**src/rtl/pico_fetch_exec_units_pkg.sv**
```systemverilog
// Shared constants, opcode codes, ALU function encoding and filter coefficients for the picoMIPS filter CPU.
package cpu_pkg;

    localparam int DATA_WIDTH   = 8;
    localparam int I_WIDTH      = 8;
    localparam int OPCODE_WIDTH = 2;
    localparam int IMM_WIDTH    = DATA_WIDTH;

    localparam logic [OPCODE_WIDTH-1:0] MUL = 2'b00;
    localparam logic [OPCODE_WIDTH-1:0] ADD = 2'b01;
    localparam logic [OPCODE_WIDTH-1:0] END = 2'b10;

    typedef enum logic [1:0] {
        ALU_ADD   = 2'b00,
        ALU_MUL   = 2'b01,
        ALU_PASSA = 2'b10,
        ALU_PASSB = 2'b11
    } aluFunc_t;

    // Q0.8 filter coefficients, indexed by the instruction imm field
    localparam logic [IMM_WIDTH-1:0] K [0:7] = '{
        8'd32, 8'd64, 8'd96, 8'd128, 8'd160, 8'd192, 8'd224, 8'd255
    };

endpackage

```
**src/rtl/pico_fetch_exec_units_alu.sv**
```systemverilog
// Unsigned datapath ALU: wrapping add, Q0.8 fractional multiply, operand pass-through.
// Purely combinational, zero latency.
module alu
    import cpu_pkg::*;
#(
    parameter int DATA_WIDTH = 8,
    parameter int FRAC_BITS  = 8
) (
    input  logic [DATA_WIDTH-1:0] i_a,
    input  logic [DATA_WIDTH-1:0] i_b,
    input  logic [1:0]            i_func,
    output logic [DATA_WIDTH-1:0] o_result
);

    localparam int PW = 2*DATA_WIDTH + FRAC_BITS;

    // Extra headroom so an oversized FRAC_BITS shifts in zeros above the product
    logic [PW-1:0] w_prod;
    assign w_prod = PW'(i_a) * PW'(i_b);

    always_comb begin
        o_result = i_a;
        case (aluFunc_t'(i_func))
            ALU_ADD:   o_result = i_a + i_b;
            ALU_MUL:   o_result = DATA_WIDTH'(w_prod >> FRAC_BITS);
            ALU_PASSA: o_result = i_a;
            ALU_PASSB: o_result = i_b;
            default:   o_result = i_a;
        endcase
    end

endmodule

```
**src/rtl/pico_fetch_exec_units.sv**
```systemverilog
// Program counter, instruction field decoder and ALU of the picoMIPS filter CPU.
// PC updates on the rising clock edge; decoder and ALU are zero-latency combinational.
module pico_fetch_exec_units #(
    parameter int PC_WIDTH   = 6,
    parameter int I_WIDTH    = 8,
    parameter int DATA_WIDTH = 8,
    parameter int FRAC_BITS  = 8
) (
    input  logic                    clk,
    input  logic                    reset,
    input  logic                    pc_clr,
    input  logic                    pc_incr,
    output logic [PC_WIDTH-1:0]     pc,
    input  logic [I_WIDTH-1:0]      instr,
    output logic [1:0]              opcode,
    output logic signed [2:0]       offset,
    output logic [2:0]              imm,
    input  logic [DATA_WIDTH-1:0]   alu_a,
    input  logic [DATA_WIDTH-1:0]   alu_b,
    input  logic [1:0]              alu_func,
    output logic [DATA_WIDTH-1:0]   alu_result
);

    logic [PC_WIDTH-1:0] r_pc;

    // Clear beats increment; natural overflow gives the wrap to zero
    always_ff @(posedge clk) begin
        if (reset) begin
            r_pc <= '0;
        end else if (pc_clr) begin
            r_pc <= '0;
        end else if (pc_incr) begin
            r_pc <= r_pc + PC_WIDTH'(1);
        end
    end

    assign pc = r_pc;

    assign opcode = instr[7:6];
    assign offset = instr[5:3];
    assign imm    = instr[2:0];

    alu #(
        .DATA_WIDTH (DATA_WIDTH),
        .FRAC_BITS  (FRAC_BITS)
    ) u_alu (
        .i_a      (alu_a),
        .i_b      (alu_b),
        .i_func   (alu_func),
        .o_result (alu_result)
    );

endmodule

```
**config.mk**
```make
export PLATFORM = sky130hd
export DESIGN_NAME = pico_fetch_exec_units
export DESIGN_NICKNAME = d
export VERILOG_FILES = /design/src/rtl/pico_fetch_exec_units_pkg.sv /design/src/rtl/pico_fetch_exec_units_alu.sv /design/src/rtl/pico_fetch_exec_units.sv
export SDC_FILE = /design/constraint.sdc
export NUM_CORES = 1
export LEC_CHECK = 0
export BUFFER_PORTS_ARGS = -buffer_cell sky130_fd_sc_hd__buf_2
export CAP_MARGIN = 0
export CORE_MARGIN = 2
export CORE_UTILIZATION = 58
export CTS_CLUSTER_SIZE = 12
export DETAILED_ROUTE_END_ITERATION = 7
export HOLD_SLACK_MARGIN = 0.1
export PLACE_DENSITY = 0.81
export SLEW_MARGIN = 20
export SYNTH_ARGS = -nofsm -noshare
export SYNTH_HDL_FRONTEND = slang
export SYNTH_SLANG_ARGS = --single-unit
```
**constraint.sdc**
```tcl
create_clock -name clk -period 5.6 [get_ports clk]
set_input_delay 0.56 -clock clk [delete_from_list [all_inputs] [get_ports clk]]
set_output_delay 0.56 -clock clk [all_outputs]
set_load 0.1 [all_outputs]
```
==> metrics.md <==
| Metric | Value |
|---|---|
| WP data arrival | `4.89 ns` |
| Ant. Diodes | `0` |
| CTS Buf Count | `3` |
| Main synth FF type | `dfxtp_1` |
| Syn_area_per_cell | `8.69 sq um` |
| DRC | `0` |
| Core box area | `0.00441 sq mm` |
| DRT antenna net count | `0` |
| Final Hold Fails | `0` |
| Placed wire-length estimate | `about 5.1 mm` |
| P&R area growth vs syn | `15.7%` |
| Final worst-path cycle share | `97.3%` |
| CP Data Required Time | `~5.0 ns` |
| Crit Path Category | `primary input to output port` |
| Post-synth net total | `between 400 and 500` |
| Max-cap viol count | `0` |
| CP Launch Type | `primary input` |
| Slew headroom | `65.7%` |
| Final Worst Setup Slack | `0.153 ns` |
| Fmax | `0.184 GHz` |
| Gr usage total | `25.5%` |
| Area leader, netlist | `fa_1` |
| Most frequent cell after synthesis | `inv_1` |
| IO Pins | `52` |
| Chip height | `~72 microns` |
| Initial antenna violation count | `0` |
| Setup TNS | `0 ns` |
| DR WL/cell | `between 15 and 20 microns` |
| Dpl cell area | `between 0.003 and 0.004 sq mm` |
| Vias in the first global route | `2369` |
| Worst-Margin Slew | `0.510 ns` |
| CP peak stage delay | `around 0.6 ns` |
| Max Buffers Root-to-Sink | `2` |
| Synth top area cells | `fa_1 (27%), ha_1 (19%), and2_1 (9.9%), inv_1 (7.1%), dfxtp_1 (4.4%)` |
| Finished Layout Cells | `~400` |
| Row cnt | `24` |
| Crit-path max FO | `9` |
| Vias | `2261` |
| Flops & latches, synth | `6` |
| Hold_buf cts | `0` |
| Period minus WS final | `~5.4 ns` |
| Reg area | `120 sq um` |
| Root buf cell | `clkbuf_8` |
| CTS Sinks | `6` |
| Crit. End Element | `output port` |
| Routed WL | `6.30 mm` |
| CP max stage cell | `fa_1` |
| PD cells | `between 300 and 400 mW/mm^2` |
| CTS clk-pin slew, worst paths | `~0.04 ns` |
| Outcome | `completed` |
| Vias per cell | `5.67` |
| FILL cells | `339` |
| Sequential area share after synthesis | `4.43%` |
| First-pass iteration count of the detailed router | `4` |
| Final core occ | `71.1%` |
| Syn Inst Count | `312` |
| Pre-CTS setup slack | `0.0492 ns` |
| Clock latency on the worst-skew pair | `between 0.2 and 0.25 ns` |
| DR iter-0 viols | `77` |
| Post-CTS Setup Bufs | `0` |
| Post-synth top area share | `26.6%` |
| Post-CTS Resized | `0` |
| Distinct cells, synth | `40` |
| Synth cell count leaders | `inv_1 (51), and2_1 (43), ha_1 (42)` |
| Setup Viol. Count Final | `0` |
| Mapped Area | `0.00271 sq mm` |
| Final Skew | `0.00187 ns` |
| Fraction of layout cells with a size suffix above 1 | `19.3%` |
| Post-synth EDFFs | `0` |
| CTS tree | `built` |
| GRT Residual Overflow | `0` |
| Worst-path cell chain | `buf_2 > and2_1 > fa_1 > fa_1 > fa_1 > inv_1 > fa_1 > inv_1 > ha_4 > and4_4 > and2_4 > a22o_2 > a221oi_1 > xor2_1 > a21oi_4 > buf_12` |
| Max Slew Vio Count | `0` |
| Max VDD drop | `0.373 mV` |
| Die ar. | `0.00524 sq mm` |
| Placed Instances | `396` |
| Max reg flops | `6` |
| Initial Util | `61.4%` |
| Hold crit path type | `flip-flop to flip-flop` |
| Die width | `between 70 and 80 microns` |
| Async SR Flop Fraction | `0%` |
| Crit-path most repeated cell | `fa_1` |
| Fin nets | `457` |
| Post-route cell area | `0.00314 sq mm` |
| Tot Pwr | `1.06 mW` |
| First-pass GRT wire length | `10.6 mm` |
| IO Port Bufs | `35` |
| Hold WS | `0.495 ns` |
| Syn. warnings | `0` |
| Pleak | `~1.6 nW` |
| R2r worst-path depth | `3` |
| WHS Path Cells | `2` |
| Pin count of the biggest net entering global routing | `15` |
| RD Place Congestion | `0.936` |
| Multi-input combinational cell area | `0.00240 sq mm` |
| H-tree depth | `1` |
## path summary, 6_finish.rpt
kind,slack (ns),startpoint,to
setup reg to reg,4.46,pc[2]$_SDFFE_PP0P_,pc[5]$_SDFFE_PP0P_
setup / recovery,0.15,alu_a[3],alu_result[6]
hold reg to reg,0.50,pc[5]$_SDFFE_PP0P_,pc[5]$_SDFFE_PP0P_
hold / removal,0.50,pc[5]$_SDFFE_PP0P_,pc[5]$_SDFFE_PP0P_
## report_power, final
part / total (mW) / switching (mW) / internal, mW
Sequential: 0.0440 / 0.000560 / 0.0435
Clock: 0.0681 / 0.0217 / 0.0464
Combinational: 0.951 / 0.577 / 0.374
## worst max-delay path: cells and delay by family
family,cells,cell delay (ns)
simple gates,3,0.55
buf+inv,4,0.46
xor+xnor,1,0.29
compound gates,3,0.66
fa+ha+maj,5,2.35
## metal layers
| metal | vias up | track usage (%) | part of all wire [%] |
|---|---|---|---|
| met5 | - | 0 | 0 |
| met4 | 0 | 5.76 | 1.7 |
| met3 | 16 | 2.64 | 3.8 |
| met2 | 61 | 45.7 | 52 |
| met1 | 1102 | 33.2 | 42 |
| li1 | 1082 | - | - |
## kinds of logic after synthesis
| kind of cell | synth area share [%] |
|---|---|
| simple gates | 19.1 |
| fa+ha+maj | 46.0 |
| flops | 4.43 |
| buf+inv | 9.69 |
| mux | 4.89 |
| xor+xnor | 5.17 |
| compound gates | 10.8 |
## final cells by class
class | instances | area share, %
multi-input cells | 244 | 76.7
inverters | 51 | 6.10
repair buffers | 43 | 10.0
clock buffers | 3 | 1.32
flip-flops and latches | 6 | 3.83
well taps | 52 | 2.07
## cells in the final DEF (no fill, tap or decap), types with 5 or more instances in the layout
master and instances:
dfxtp_1 6, nand2_1 28, inv_1 51, o21ai_0 14
buf_12 5, nor2_1 13, mux4_2 5, fa_1 36
xor2_1 7, xnor2_1 9, buf_4 7, buf_2 30
and2_1 43, ha_1 38, a21oi_1 9
Note: power is estimated with default switching activity, not from simulation.
